File: src/rtl/semaforo_pkg.sv
// Shared definitions for the traffic-light controller and its pedestrian-button front end.
package semaforo_pkg;

  localparam int unsigned SYNC_STAGES_DEF     = 2;
  localparam int unsigned DEBOUNCE_CYCLES_DEF = 4;

  // Light phase durations used by semaforo
  localparam logic [7:0] VERDE    = 8'd3;
  localparam logic [7:0] AMARELO  = 8'd1;
  localparam logic [7:0] VERMELHO = 8'd2;

  typedef enum logic [1:0] {
    IDLE         = 2'd0,
    PRESS_WAIT   = 2'd1,
    HELD         = 2'd2,
    RELEASE_WAIT = 2'd3
  } btn_state_t;

endpackage

File: src/rtl/pedestrian_request_if.sv
// Button / request signals between the pedestrian conditioner and its environment.
interface pedestrian_request_if #(
  parameter int unsigned CNT_W = 8
);
  logic             bt_raw;
  logic             ack;
  logic             bt;
  logic             bt_pulse;
  logic [CNT_W-1:0] press_count;

  modport master (output bt_raw, output ack, input bt, input bt_pulse, input press_count);
  modport slave  (input bt_raw, input ack, output bt, output bt_pulse, output press_count);
endinterface

File: src/rtl/sync_ff.sv
// N-stage reset-to-0 synchroniser for asynchronous single-bit inputs.
module sync_ff #(
  parameter int unsigned STAGES = 2
) (
  input  logic clk,
  input  logic rst,
  input  logic d,
  output logic q
);
  logic [STAGES-1:0] ff;

  always_ff @(posedge clk or negedge rst) begin
    if (!rst) ff <= '0;
    else      ff <= STAGES'({ff, d});
  end

  assign q = ff[STAGES-1];
endmodule

File: src/rtl/pedestrian_request.sv
// Pedestrian button conditioner: synchronise, debounce, pulse per press, latch request until ack.
module pedestrian_request
  import semaforo_pkg::*;
#(
  parameter int unsigned SYNC_STAGES     = SYNC_STAGES_DEF,
  parameter int unsigned DEBOUNCE_CYCLES = DEBOUNCE_CYCLES_DEF,
  parameter int unsigned CNT_W           = 8
) (
  input logic                 clk,
  input logic                 rst,
  pedestrian_request_if.slave bus
);
  localparam logic [CNT_W-1:0] D_VAL   = CNT_W'(DEBOUNCE_CYCLES);
  localparam logic [CNT_W-1:0] CNT_MAX = '1;

  logic             s;
  btn_state_t       state;
  logic [CNT_W-1:0] cnt;
  logic [CNT_W-1:0] cnt_inc;
  logic             fire_c;

  sync_ff #(.STAGES(SYNC_STAGES)) u_sync (
    .clk (clk),
    .rst (rst),
    .d   (bus.bt_raw),
    .q   (s)
  );

  assign cnt_inc = cnt + CNT_W'(1);
  // Accept fires on the D-th consecutive high sample while not already held
  assign fire_c  = s && ((state == IDLE) || (state == PRESS_WAIT)) && (cnt_inc >= D_VAL);

  always_ff @(posedge clk or negedge rst) begin
    if (!rst) begin
      state           <= IDLE;
      cnt             <= '0;
      bus.bt          <= 1'b0;
      bus.bt_pulse    <= 1'b0;
      bus.press_count <= '0;
    end else begin
      bus.bt_pulse <= 1'b0;
      if (bus.ack) bus.bt <= 1'b0;

      case (state)
        IDLE, PRESS_WAIT: begin
          if (!s) begin
            state <= IDLE;
            cnt   <= '0;
          end else if (fire_c) begin
            state <= HELD;
            cnt   <= '0;
          end else begin
            state <= PRESS_WAIT;
            cnt   <= cnt_inc;
          end
        end
        HELD: begin
          if (!s) begin
            state <= RELEASE_WAIT;
            cnt   <= CNT_W'(1);
          end
        end
        RELEASE_WAIT: begin
          if (s) begin
            state <= HELD;
            cnt   <= '0;
          end else if (cnt_inc >= D_VAL) begin
            state <= IDLE;
            cnt   <= '0;
          end else begin
            cnt   <= cnt_inc;
          end
        end
        default: begin
          state <= IDLE;
          cnt   <= '0;
        end
      endcase

      // A fresh accept overrides a simultaneous ack
      if (fire_c) begin
        bus.bt_pulse <= 1'b1;
        bus.bt       <= 1'b1;
        if (bus.press_count != CNT_MAX) bus.press_count <= bus.press_count + CNT_W'(1);
      end
    end
  end
endmodule
File: src/flat_wrapper.sv
// flat-port wrapper written by rule: the top's interface ports become plain ports
module pedestrian_request_flat import semaforo_pkg::*;
#(
  parameter int unsigned SYNC_STAGES     = SYNC_STAGES_DEF,
  parameter int unsigned DEBOUNCE_CYCLES = DEBOUNCE_CYCLES_DEF,
  parameter int unsigned CNT_W           = 8
)
  (clk, rst, bus_bt_raw, bus_ack, bus_bt, bus_bt_pulse, bus_press_count);
  pedestrian_request_if #(.CNT_W(CNT_W)) bus_i ();
  input logic clk;
  input logic rst;
  input wire logic [$bits(bus_i.bt_raw)-1:0] bus_bt_raw;
  input wire logic [$bits(bus_i.ack)-1:0] bus_ack;
  output wire logic [$bits(bus_i.bt)-1:0] bus_bt;
  output wire logic [$bits(bus_i.bt_pulse)-1:0] bus_bt_pulse;
  output wire logic [$bits(bus_i.press_count)-1:0] bus_press_count;
  assign bus_i.bt_raw = bus_bt_raw;
  assign bus_i.ack = bus_ack;
  assign bus_bt = bus_i.bt;
  assign bus_bt_pulse = bus_i.bt_pulse;
  assign bus_press_count = bus_i.press_count;
  pedestrian_request #(.SYNC_STAGES(SYNC_STAGES), .DEBOUNCE_CYCLES(DEBOUNCE_CYCLES), .CNT_W(CNT_W)) u_core (.clk(clk), .rst(rst), .bus(bus_i));
endmodule
File: config.mk
export PLATFORM = sky130hd
export DESIGN_NAME = pedestrian_request_flat
export DESIGN_NICKNAME = d
export VERILOG_FILES = /design/src/rtl/semaforo_pkg.sv /design/src/rtl/pedestrian_request_if.sv /design/src/rtl/sync_ff.sv /design/src/rtl/pedestrian_request.sv /design/src/flat_wrapper.sv
export SDC_FILE = /design/constraint.sdc
export NUM_CORES = 1
export LEC_CHECK = 0
export ABC_AREA = 1
export ABC_CLOCK_PERIOD_IN_PS = 3030
export CORE_MARGIN = 1
export CORE_UTILIZATION = 57
export CTS_CLUSTER_DIAMETER = 150
export CTS_CLUSTER_SIZE = 12
export DETAILED_ROUTE_END_ITERATION = 12
export PLACE_DENSITY = 0.82
export SLEW_MARGIN = 20
export SYNTH_ARGS = -nofsm -noshare
export SYNTH_HDL_FRONTEND = slang
export SYNTH_HIERARCHICAL = 1
export SYNTH_SLANG_ARGS = --single-unit
File: constraint.sdc
create_clock -name clk -period 3.03 [get_ports clk]
set_clock_uncertainty 0.05 [all_clocks]
set_input_delay 0.303 -clock clk [delete_from_list [all_inputs] [get_ports clk]]
set_output_delay 0.303 -clock clk [all_outputs]
set_load 0.03 [all_outputs]
# Yosys cells after proc, flatten, opt, wreduce, memory -nomap -nowiden
# Cells that the tools add are included.
dict set report classes {
  n_addsub 2
  n_lt_le_gt_ge 1
  eq_ne 6
  muxes 15
  n_reduce_logical 8
}
# cell n
set ops {}
lappend ops {{two-way mux 8 bit} 5}
lappend ops {{case mux 8 bit (3 select lines)} 1}
lappend ops {{adder 8 x 1 -> 8 bit (second input constant)} 2}
lappend ops {{two-way mux 2 bit} 5}
lappend ops {{>= comparator 8 x 3 -> 1 bit (second input constant)} 1}
lappend ops {{!= test 8 bit (second input constant)} 1}
lappend ops {{case mux 2 bit (3 select lines)} 1}
lappend ops {{== test 2 bit (second input constant)} 2}
lappend ops {{AND reduction 2 bit} 2}
lappend ops {{two-way mux 1 bit} 3}
lappend ops {{!= test 3 x 2 -> 1 bit (second input constant)} 1}
lappend ops {{== test 2 x 1 -> 1 bit (second input constant)} 1}
lappend ops {{logical AND 1 bit} 2}
lappend ops {{zero test 2 bit} 1}
lappend ops {{!= test 2 bit (second input constant)} 1}
lappend ops {{nonzero test 2 bit} 1}
lappend ops {{OR reduction 2 bit} 1}
lappend ops {{logical OR 1 bit} 1}
dict set report totals {
  register_bits 22
  input_bits 4
  output_inout_bits 10
  wordCells 38
}

# Logic depth before layout (Yosys ltp)
# Gate-level depths: netlist (run 1).
dict set report depth {
  ltp_word 7
  ltp_mapped 10
  depth_no_buf 10
}

# Modules after synthesis
# The synthesis (run 1) kept the hierarchy.
# mod instances cells_per_inst area_each_um2 seq_area_each_um2
set by_module_without_submodules {}
lappend by_module_without_submodules {pedestrian_request 1 131 1063.5 500.5}
lappend by_module_without_submodules {sync_ff 1 2 50.0 50.0}

# Worst setup path after synthesis (run 1)
# No wires, ideal clock.
dict set report synth_timing {
  path_type {register to register}
  startpoint {reg u_core.bus.press_count[0]}
  endpoint {reg u_core.bus.press_count[2]}
  setup_time_ns 0.067
  t_arrival_ns 1.491
  t_required_ns 2.913
  path_slack_ns 1.423
  stages_incl_launch_ff 8
  n_path_buf 0
  synth_period_minus_slack_ns 1.607
  cell_sequence {dfrtp_1 ha_1 nand4_1 nor2_1 nand2_1 nand3_2 nand2_1 nand2_1}
}
dict set report synth_via {
  elab_chain_cells 2
  word_cells_on_any_way 3
  classes_between {add/sub (1); eq/ne (1); reduce/logical (1)}
}
# item line_no
set synth_rtl {}
lappend synth_rtl {{start: declaration} pedestrian_request_if.sv:12} ;# modport slave (input bt_raw, input ack, output bt, output bt_pulse, output press_count);
lappend synth_rtl {{start signal: assignment} pedestrian_request.sv:84} ;# if (bus.press_count != CNT_MAX) bus.press_count <= bus.press_count + CNT_W'(1);
lappend synth_rtl {{parallel branches: the longest is 2 deep, another holds adder 8 x 1 -> 8 bit} n/a}
# Parallel ways; which one is timed is not known.
# A chain may end at the register's enable or synchronous reset.

# Final worst setup path (run 1)
dict set report layout_timing {
  startpoint {reg u_core.cnt[0]}
  endpoint {reg u_core.bus.press_count[6]}
}
dict set report layout_via {
  elab_chain_cells 4
}
# item line_no
set layout_rtl {}
lappend layout_rtl {{start: declaration} pedestrian_request.sv:18} ;# logic [CNT_W-1:0] cnt;
lappend layout_rtl {{start signal: assignment} pedestrian_request.sv:54} ;# cnt <= cnt_inc;
lappend layout_rtl {{start signal: assignment} pedestrian_request.sv:71} ;# cnt <= cnt_inc;
lappend layout_rtl {{adder 8 x 1 -> 8 bit} pedestrian_request.sv:29} ;# assign cnt_inc = cnt + CNT_W'(1);
lappend layout_rtl {{>= comparator 8 x 3 -> 1 bit} pedestrian_request.sv:31} ;# assign fire_c = s && ((state == IDLE) || (state == PRESS_WAIT)) && (cnt_inc >= D_VAL);
lappend layout_rtl {{logical AND 1 bit} pedestrian_request.sv:31}
lappend layout_rtl {{AND reduction 2 bit (no source line)} n/a}
# Every way passes these cells.

==> results of run 1 <==
-- final timing paths --
path / cells after the start / to
min: 0 / u_core/u_sync/ff[1]
max: 10 / u_core/bus.press_count[6]
min reg2reg: 0 / u_core/u_sync/ff[1]
max reg2reg: 10 / u_core/bus.press_count[6]
min in group asynchronous: 2 / u_core/bus.press_count[6]
max in group asynchronous: 2 / u_core/state[1]
-- per-layer routing --
metal	global-route usage, %	up-vias	wire [um]
met5	0	-	0
met4	5.88	0	15
met3	5.10	2	56
met2	41.1	17	1140
met1	27.9	448	969
li1	-	454	-
-- where the power goes --
part           switching (W)  internal, W  leakage (nW)
Combinational       0.000112    0.0000616         0.320
Clock              0.0000777    0.0000462        0.0138
Sequential         0.0000350     0.000325         0.293
-- kinds of logic (layout without fill, tap and decap cells) --
| family | after synthesis | after routing | synth area share, % |
|---|---|---|---|
| xor+xnor | 9 | 9 | 7.08 |
| simple gates | 72 | 72 | 28.5 |
| compound gates | 8 | 8 | 4.49 |
| fa+ha+maj | 3 | 3 | 3.37 |
| flops | 22 | 22 | 49.4 |
| buf+inv | 19 | 34 | 7.08 |
-- worst max-delay path, cell delays in order, from the launching register on --
cell and delay [ps]:
dfrtp_1 460, ha_1 230, nand3_1 150, nor2_1 120, nand2_1 60, nand3_1 90, nor2_2 60, nand2_2 200
nand3_2 210, nand2_1 140, nand2_1 60
-- registers in the layout, summed over array words and instances, names as in the netlist --
register	cells
u_core/cnt	8
u_core/state	2
u_core/bus.bt_pulse	1
u_core/bus.bt	1
u_core/bus.press_count	8
u_core/u_sync/ff	2
-- stage by stage --
stage	utilization (%)	hold slack [ps]	instances	cell area, um^2	total power, W
2_1_floorplan	-	-42.6	133	1110	0.000485
3_3_place_gp	70.7	287	169	1260	0.000526
3_5_place_dp	70.7	295	169	1260	0.000538
4_1_cts	71.9	320	172	1280	0.000665
5_1_grt	72.2	323	173	1290	0.000704
6_report	72.2	316	173	1290	0.000658
-- cell type report --
type | instances | area (um^2)
Clock buffer | 3 | 22.5
Fill cell | 148 | 495
Inverter | 17 | 63.8
Multi-Input combinational cell | 92 | 484
Sequential cell | 22 | 551
Tap cell | 25 | 31.3
Timing Repair Buffer | 14 | 135
-- layout by cell type, fill, tap and decap left out --
| cell | count |
|---|---|
| dfrtp_1 | 22 |
| nor2_1 | 17 |
| a21oi_1 | 2 |
| dlygate4sd3_1 | 1 |
| nand3_2 | 1 |
| xor2_1 | 5 |
| nand2_2 | 2 |
| ha_1 | 3 |
| o21ai_0 | 3 |
| nor2_2 | 1 |
| nand2_1 | 33 |
| clkdlybuf4s50_1 | 12 |
| inv_1 | 17 |
| clkbuf_4 | 3 |
| o211ai_2 | 1 |
| nand4_1 | 9 |
| buf_2 | 1 |
| nand3_1 | 9 |
| xnor2_1 | 4 |
| o211ai_1 | 1 |
| o21ai_1 | 1 |
-- cell usage after synthesis, drive strengths merged --
library cell	number	area [um^2]
a21oi	2	10.0
inv	17	63.8
buf	1	11.3
o211ai	2	20.0
clkbuf	1	3.75
nor2	18	70.1
nand3	10	55.1
nand4	9	56.3
o21ai	4	20.0
xnor2	4	35.0
xor2	5	43.8
nand2	35	136
dfrtp	22	551
ha	3	37.5
==> metrics.md, run 1 <==
| Metric | Value |
|---|---|
| Status | complete, no violations |
| Post-route ant nets | 0 |
| First-pass GRT wire length | 3490 um |
| Share of cells above drive strength 1 | 6.08% |
| Number of global-route vias before repair | 848 |
| Distinct cells, synth | 19 |
| RR Startpoint | u_core/cnt[0] |
| Hold_sp | u_core/u_sync/ff[0] |
| Data required, critical path | 3170 ps |
| Slew @ Worst Pin | 742 ps |
| CTS Buf Count | 3 |
| Detailed-route via count | 921 |
| H-tree depth | 1 |
| Syn_nets | 140 |
| Pin count of the biggest net entering global routing | 23 |
| Final Cycle Share | 63.7% |
| Congestion Overflow GR | 0 |
| Cell Area, Synth | 0.00111 mm^2 |
| CTS Buffer Depth | 2 |
| CP Launch Type | register |
| F_max | 0.518 GHz |
| Vias per inst | 5.32 |
| CTS Root Cell | clkbuf_4 |
| Maximum VDD drop | 0.000355 V |
| Diode count | 0 |
| Area growth syn-to-layout | 15.6% |
| Initial DRC Count | 36 |
| Slew Viols, Final | 0 |
| Nets | 157 |
| Later-pin clock latency in the skew report | 290 ps |
| Syn Area/Cell | 8.37 um^2 |
| Yosys warning count | 6 |
| IO Count | 14 |
| PD cells | 511 mW/mm^2 |
| CTS tree | done |
| Hold WC Path Type | reg2reg |
| Port buffer count | 13 |
| # hold bufs at CTS | 0 |
| Final setup vio count | 0 |
| # resized after CTS | 0 |
| Place WS | 1150 ps |
| Slew HR | 50.4% |
| Static leakage | 0.627 nW |
| GPL Wtd Cong | 0.816 |
| WL final | 2180 um |
| Total GRT Usage | 23.1% |
| DP Wirelength | 1600 um |
| Final Hold Vio Count | 0 |
| Initial antenna violation count | 0 |
| Critical Path Sink Type | register |
| Unrepaired setup endpoints after global routing | no |
| Flip-flop and latch count after synthesis | 22 |
| Rows | 15 |
| Critical path class | reg2reg |
| Register area share after synthesis | 49.4% |
| Worst EP arrival | 2070 ps |
| Die Wd | 46.2 um |
| R2R setup slack | 1100 ps |
| Crit-path max FO | 12 |
| Initial Util | 62.5% |
| Setup TNS | 0 ps |
| Clock-pin transition on the worst setup and hold timing paths | 110 ps |
| Routed WL per cell | 12.6 um |
| Clk sinks | 22 |
| Residual DRC | 0 |
| Final WS setup | 1100 ps |
| Post-Synthesis Cells | 133 |
| Maximum capacitance violations | 0 |
| Die Y-Extent | 46.2 um |
| Core Region | 0.00178 mm^2 |
| First-pass DRT Iterations | 4 |
| Min Tclk post-route | 1930 ps |
| CP startpoint | u_core/cnt[0] |
| Die Area | 0.00213 mm^2 |
| Post-CTS Setup Inserts | 0 |
No activity file was read; power rests on OpenSTA's default activity.
==> run 2: changes to the inputs <==
--- a/config.mk
+++ b/config.mk
@@ -6,13 +6,13 @@
 export NUM_CORES = 1
 export LEC_CHECK = 0
 export ABC_AREA = 1
-export ABC_CLOCK_PERIOD_IN_PS = 3030
+export ABC_CLOCK_PERIOD_IN_PS = 2020
 export CORE_MARGIN = 1
-export CORE_UTILIZATION = 57
+export CORE_UTILIZATION = 53
 export CTS_CLUSTER_DIAMETER = 150
 export CTS_CLUSTER_SIZE = 12
 export DETAILED_ROUTE_END_ITERATION = 12
-export PLACE_DENSITY = 0.82
+export PLACE_DENSITY = 0.77
 export SLEW_MARGIN = 20
 export SYNTH_ARGS = -nofsm -noshare
 export SYNTH_HDL_FRONTEND = slang
==> constraint.sdc (replaced) <==
create_clock -name clk -period 2.02 [get_ports clk]
set_clock_uncertainty 0.05 [all_clocks]
set_input_delay 0.202 -clock clk [delete_from_list [all_inputs] [get_ports clk]]
set_output_delay 0.202 -clock clk [all_outputs]
set_load 0.03 [all_outputs]
==> run 2 against run 1 <==
  * Die area is 7.2% higher
  * Via count fell by 0.87%
  * Worst setup slack got worse by 900 ps
==> metrics.md, run 2 (same netlist as run 1, synthesis figures left out) <==
| Metric | Value |
|---|---|
| Status | complete, no violations |
| Slew @ Worst Pin | 356 ps (-386 ps) |
| Final Cell Area | 0.00132 mm^2 (+2.7%) |
| Data required, critical path | 2180 ps (-990 ps) |
| CTS Root Cell | clkbuf_4 |
| Area growth syn-to-layout | 18.8% |
| H-tree depth | 1 (unchanged) |
| Clk sinks | 22 (unchanged) |
| Total GRT Usage | 21.0% (-2.1 points) |
| First-pass DRT Iterations | 4 (unchanged) |
| Clock-pin transition on the worst setup and hold timing paths | 130 ps (+20 ps) |
| Routed WL per cell | 12.1 um (-3.8%) |
| Initial antenna violation count | 0 (unchanged) |
| WL final | 2140 um (-1.6%) |
| CTS tree | done |
| RR Startpoint | u_core/cnt[1] |
| Port buffer count | 13 (unchanged) |
| R2R cell count | 8 (-2) |
| Initial DRC Count | 18 (-50%) |
| Hold WC Path Type | in2async |
| Later-pin clock latency in the skew report | 310 ps (+20 ps) |
| Most common cell after layout, fill and taps aside | nand2_1 |
| Maximum VDD drop | 0.000538 V (+51%) |
| Slew Viols, Final | 0 (unchanged) |
| F_max | 0.551 GHz (+6.2%) |
| R2r endpoint | u_core/bus.bt |
| Placed cell area | 0.00128 mm^2 (+1.4%) |
| Residual DRC | 0 (unchanged) |
| DP Cell Count | 173 (+2.4%) |
| Final Hold Vio Count | 0 (unchanged) |
| PD cells | 799 mW/mm^2 (+56%) |
| Initial Util | 56.8% (-5.7 points) |
| Detailed-route via count | 913 (-0.87%) |
| Diode count | 0 (unchanged) |
| Commonest cells after routing, fill and taps aside | 33 x nand2_1, 21 x dfrtp_1, 17 x nor2_1, 17 x inv_1, 13 x clkdlybuf4s50_1 |
| Fill cell count | 173 (+17%) |
| Unrepaired setup endpoints after global routing | no |
| CP Launch Type | register |
| Critical path class | reg2reg |
| Final Non-Filler Cells | 177 (+2.3%) |
| Setup TNS | 0 ps (unchanged) |
| Die Area | 0.00229 mm^2 (+7.2%) |
| Post-route ant nets | 0 (unchanged) |
| Pin count of the biggest net entering global routing | 23 (unchanged) |
| Nets | 158 (+0.64%) |
| R2R setup slack | 200 ps (-900 ps) |
| Final Cycle Share | 89.9% (+26 points) |
| Worst EP arrival | 1970 ps (-100 ps) |
| Number of global-route vias before repair | 757 (-11%) |
| Top flop regs | u_core/bus.press_count: 8 flops, u_core/cnt: 8 flops |
| Crit-path max FO | 12 (unchanged) |
| CTS Buf Count | 3 (unchanged) |
| # hold bufs at CTS | 0 (unchanged) |
| Multi-input gate area | 492 um^2 (+1.6%) |
| Vias per inst | 5.16 (-3.1%) |
| Die Y-Extent | 47.8 um (+3.5%) |
| Min Tclk post-route | 1820 ps (-113 ps) |
| Share of cells above drive strength 1 | 8.00% (+1.9 points) |
| GPL Wtd Cong | 0.888 (+8.8%) |
| IO Count | 14 (unchanged) |
| Static leakage | 0.639 nW (+1.9%) |
| Congestion Overflow GR | 0 (unchanged) |
| CTS Buffer Depth | 2 (unchanged) |
| Final setup vio count | 0 (unchanged) |
| Core Region | 0.00196 mm^2 (+10%) |
| DP Wirelength | 1590 um (-0.41%) |
| Rows | 16 (+1) |
| Maximum capacitance violations | 0 (unchanged) |
| Critical Path Sink Type | register |
| Die Wd | 47.8 um (+3.5%) |
| Slew HR | 76.2% (+26 points) |
| First-pass GRT wire length | 3240 um (-7.3%) |
| FF+latch area | 552 um^2 (+0.23%) |
run 2: cell types whose count changed in the layout (fill, tap and decap cells not counted), sizes merged:
cell           before  now
clkdlybuf4s50      12   13
dlygate4sd3         1    0
clkbuf              3    4
buf                 1    2
run 2: timing repair:
action,in CTS,in global routing
buffers inserted,0,0
endpoints found under the setup margin,0,8
resized for setup,0,2
run 2: final cells by class:
cell class	count	area share, %
flip-flops and latches	22	41.7
inverters	17	4.82
clock buffers	4	2.74
repair buffers	15	11.0
multi-input cells	92	37.2
well taps	27	2.55
run 2: worst max path at each step:
stage	depth (start not counted)	slack, ps	start	to
global placement	10	280	u_core/cnt[0]	u_core/bus.press_count[1]
global route	9	30	u_core/cnt[1]	u_core/bus.press_count[7]
finish	8	200	u_core/cnt[1]	u_core/bus.bt
CTS	10	140	u_core/cnt[0]	u_core/bus.press_count[1]
detailed placement	10	160	u_core/cnt[0]	u_core/bus.press_count[3]
floorplan	7	410	u_core/bus.press_count[0]	u_core/bus.press_count[2]
run 2: critical path: stages (launching register included):
cell	delay (ps)
dfrtp_1	430
ha_1	210
nand3_1	150
o21ai_1	170
nand3_1	100
nor2_2	150
nand2_2	190
nand2_1	160
o21ai_0	90
run 2: routing by layer:
| metal | wire [um] | GRT usage (%) |
|---|---|---|
| met1 | 1010 | 28.9 |
| met2 | 1060 | 33.8 |
| met3 | 65 | 2.26 |
| met4 | 9 | 8.33 |
| met5 | 0 | 0 |
run 2: where the power goes:
| part | switching, W | internal, W |
|---|---|---|
| clock network | 0.000136 | 0.000110 |
| logic | 0.000176 | 0.0000954 |
| registers | 0.0000500 | 0.000490 |
run 2: through the flow:
stage	utilization, %	hold slack, ps	total power (W)	setup WS [ps]
2_1_floorplan	-	-144	0.000728	413
3_5_place_dp	65.1	293	0.000815	161
6_report	67.4	186	0.00106	204
4_1_cts	67.0	189	0.00106	141
5_1_grt	67.4	195	0.00113	25.3
3_3_place_gp	65.1	289	0.000803	279
==> run 3: changes to the inputs <==
--- a/config.mk
+++ b/config.mk
@@ -5,14 +5,15 @@
 export SDC_FILE = /design/constraint.sdc
 export NUM_CORES = 1
 export LEC_CHECK = 0
-export ABC_AREA = 1
 export ABC_CLOCK_PERIOD_IN_PS = 2020
+export CELL_PAD_IN_SITES_DETAIL_PLACEMENT = 1
+export CELL_PAD_IN_SITES_GLOBAL_PLACEMENT = 1
 export CORE_MARGIN = 1
-export CORE_UTILIZATION = 53
+export CORE_UTILIZATION = 41
 export CTS_CLUSTER_DIAMETER = 150
 export CTS_CLUSTER_SIZE = 12
 export DETAILED_ROUTE_END_ITERATION = 12
-export PLACE_DENSITY = 0.77
+export PLACE_DENSITY_LB_ADDON = 0.1
 export SLEW_MARGIN = 20
 export SYNTH_ARGS = -nofsm -noshare
 export SYNTH_HDL_FRONTEND = slang
==> run 3 against run 2 <==
  * Global-route usage decreased by 1.3 points
  * Critical endpoint is now u_core/bus.press_count[1]
  * Critical path type unchanged
  * Die area increased by 16%
  * Largest cell class unchanged
  * Worst hold slack got worse by 14 ps
  * Non-clock buffer count increased by 5
  * Utilization decreased by 11 points
==> metrics.md, run 3 <==
| Metric | Value |
|---|---|
| Status | complete, no violations |
| Fraction of registers with async set/reset | 100% (unchanged) |
| Residual DRC | 0 (unchanged) |
| Multiplexer area fraction after synthesis | 2.48% (+2.5 points) |
| Compound-Gate Fraction of Synth Area | 10.8% (+6.3 points) |
| Flip-flop and latch count after synthesis | 22 (unchanged) |
| Final Hold Vio Count | 0 (unchanged) |
| GPL Wtd Cong | 0.805 (-9.4%) |
| Critical Path Sink Type | register |
| GR peak layer | met2 |
| Top flop regs | u_core/bus.press_count: 8 flops, u_core/cnt: 8 flops |
| WL final | 2260 um (+5.4%) |
| Yosys warning count | 6 (unchanged) |
| Post-synth EDFFs | 0 (unchanged) |
| Routed WL per cell | 15.8 um (+30%) |
| Count leader, synth | dfrtp_1 |
| F_max | 0.513 GHz (-6.8%) |
| Slew Viols, Final | 0 (unchanged) |
| Clock-pin transition on the worst setup and hold timing paths | 130 ps (about the same) |
| Synth Flop Type | dfrtp_1 |
| Syn Area/Cell | 11.1 um^2 (+32%) |
| Final core occ | 56.5% (-11 points) |
| Final Cycle Share | 96.5% (+6.6 points) |
| Clk sinks | 22 (unchanged) |
| CTS Root Cell | clkbuf_4 |
| # hold bufs at CTS | 0 (unchanged) |
| Top post-synthesis cells by count | 22 x dfrtp_1, 8 x nand2_1, 7 x nor2_1, 6 x and2_1, 6 x nand3_1 |
| IO Count | 14 (unchanged) |
| Later-pin clock latency in the skew report | 310 ps (about the same) |
| Initial Util | 44.7% (-12 points) |
| CTS Buf Count | 3 (unchanged) |
| Crit-path max FO | 5 (-7) |
| Met2 Resource Use GR | 30.5% (-3.3 points) |
| Congestion Overflow GR | 0 (unchanged) |
| Initial antenna violation count | 0 (unchanged) |
| Diode count | 0 (unchanged) |
| PD cells | 944 mW/mm^2 (+18%) |
| Synth area leader | dfrtp_1 |
| Number of global-route vias before repair | 833 (+10%) |
| Area growth syn-to-layout | 26.4% |
| Final Non-Filler Cells | 143 (-19%) |
| Final setup vio count | 0 (unchanged) |
| Vias per inst | 5.49 (+6.4%) |
| Maximum VDD drop | 0.000477 V (-11%) |
| Die Wd | 51.6 um (+7.9%) |
| Data required, critical path | 2180 ps (about the same) |
| Register area share after synthesis | 54.6% (+5.2 points) |
| Syn_nets | 98 (-30%) |
| Detailed-route via count | 785 (-14%) |
| Nets | 123 (-22%) |
| Worst EP arrival | 2110 ps (+140 ps) |
| Total GRT Usage | 19.7% (-1.3 points) |
| GR Util met1 | 27.0% (-1.9 points) |
| Power Total | 0.00120 W (+14%) |
| Final Cell Area | 0.00127 mm^2 (-3.6%) |
| M3 GR Usage | 3.22% (+0.95 points) |
| Post-Synth XOR/XNOR Area | 5.21% (-1.9 points) |
| CTS Buffer Depth | 2 (unchanged) |
| First-pass GRT wire length | 3860 um (+19%) |
| R2R cell count | 6 (-2) |
| DP Wirelength | 1570 um (-1.3%) |
| Cell Area, Synth | 0.00101 mm^2 (-9.4%) |
| Adder-Cell Fraction of Synth Area | 3.72% (+0.35 points) |
| Critical path class | reg2reg |
| DP Cell Count | 137 (-21%) |
| Distinct cells, synth | 30 (+11) |
| Commonest cells after routing, fill and taps aside | 22 x dfrtp_1, 13 x clkdlybuf4s50_1, 8 x nand2_1, 7 x nor2_1, 7 x buf_4 |
| Top cell type's share of synthesized area | 54.6% (+5.2 points) |
| Min Tclk post-route | 1950 ps (+133 ps) |
| Maximum capacitance violations | 0 (unchanged) |
| CTS tree | done |
| Simple-gate area share of the yosys netlist | 21.7% (-6.8 points) |
| Die Area | 0.00266 mm^2 (+16%) |
| Pin count of the biggest net entering global routing | 23 (unchanged) |
| Largest cells by area after synthesis | dfrtp_1 55%, and2_1 3.7%, ha_1 3.7% |
| Rows | 17 (+1) |
| Hold WC Path Type | in2async |
| Largest family of logic cells by synthesized area | simple AND/OR/NAND/NOR gates |
| Share of cells above drive strength 1 | 19.1% (+11 points) |
| Most common cell after layout, fill and taps aside | dfrtp_1 |
| Unrepaired setup endpoints after global routing | yes |
| Slew @ Worst Pin | 404 ps (+48.0 ps) |
| CP Launch Type | register |
| Post-Synthesis Cells | 91 (-32%) |
| First-pass DRT Iterations | 4 (unchanged) |
| Die Y-Extent | 51.6 um (+7.9%) |
| H-tree depth | 1 (unchanged) |
| Core Region | 0.00225 mm^2 (+15%) |
| Static leakage | 0.577 nW (-9.7%) |
| Slew HR | 72.8% (-3.4 points) |
| Post-route ant nets | 0 (unchanged) |
| Port buffer count | 13 (unchanged) |
| Initial DRC Count | 6 (-12) |
| Placed cell area | 0.00121 mm^2 (-5.0%) |
==> run 3: cell count changes after synthesis, moves of 3 or more <==
cell,previous run,this run
inv_1,17,4
nand2_1,33,8
nand3_1,9,6
nand4_1,9,3
nor2_1,17,7
and2_1,0,6
==> run 3: what timing repair did <==
action                     in CTS  in global routing
setup endpoints to repair       1                  4
pin swaps                       5                  2
setup buffers                   2                  0
gates resized for setup         0                  2
==> run 3: power by group <==
| part | internal [W] | switching, W | total (W) |
|---|---|---|---|
| Combinational | 0.000176 | 0.000213 | 0.000389 |
| Clock | 0.000110 | 0.000134 | 0.000244 |
| Sequential | 0.000505 | 0.0000661 | 0.000571 |
==> run 3: stage by stage <==
step,hold slack (ps),setup WS [ps],TNS [ps]
after floorplan,-144,12.2,0
after global placement,285,67.5,0
after detailed placement,292,14.9,0
after CTS,178,13.2,0
after global routing,203,-2.52,-2.52
final,171,70.9,0
==> run 3: kinds of logic after synthesis <==
family                     Yosys count
DFF                                 22
buffers and inverters                4
muxes                                2
and+or+nand+nor                     40
adders and majority gates            3
AOI/OAI and AO/OA                   14
xor gates and xnor gates             6
==> run 3: final cells by class <==
class,instances,area (um^2)
clock buffer,4,36.3
fill,260,980
inverter,4,15.0
multi-input combinational,65,455
sequential,22,551
tap,28,35.0
timing repair buffer,20,183
==> run 3: metal layers <==
| layer | up-vias | part of all wire (%) |
|---|---|---|
| li1 | 373 | - |
| met1 | 398 | 48 |
| met2 | 12 | 48 |
| met3 | 2 | 3.1 |
| met4 | 0 | 0.75 |
| met5 | - | 0 |
==> run 3: path summary, 6_finish.rpt <==
path / slack [ps] / from / endpoint
setup / recovery: 70 / u_core/cnt[1] / u_core/bus.press_count[1]
hold / removal: 170 / rst / u_core/bus.bt_pulse
setup reg to reg: 70 / u_core/cnt[1] / u_core/bus.press_count[1]
hold reg to reg: 320 / u_core/u_sync/ff[0] / u_core/u_sync/ff[1]
max in group asynchronous: 1520 / rst / u_core/cnt[0]
min in group clk: 280 / bus_bt_raw / u_core/u_sync/ff[0]
==> run 3: critical path, cell delays in order (launching register included) <==
cell      delay, ps
dfrtp_1         400
ha_2            190
or3_1           320
a211oi_2        250
o22ai_2         150
and3_4          210
mux2_4          290
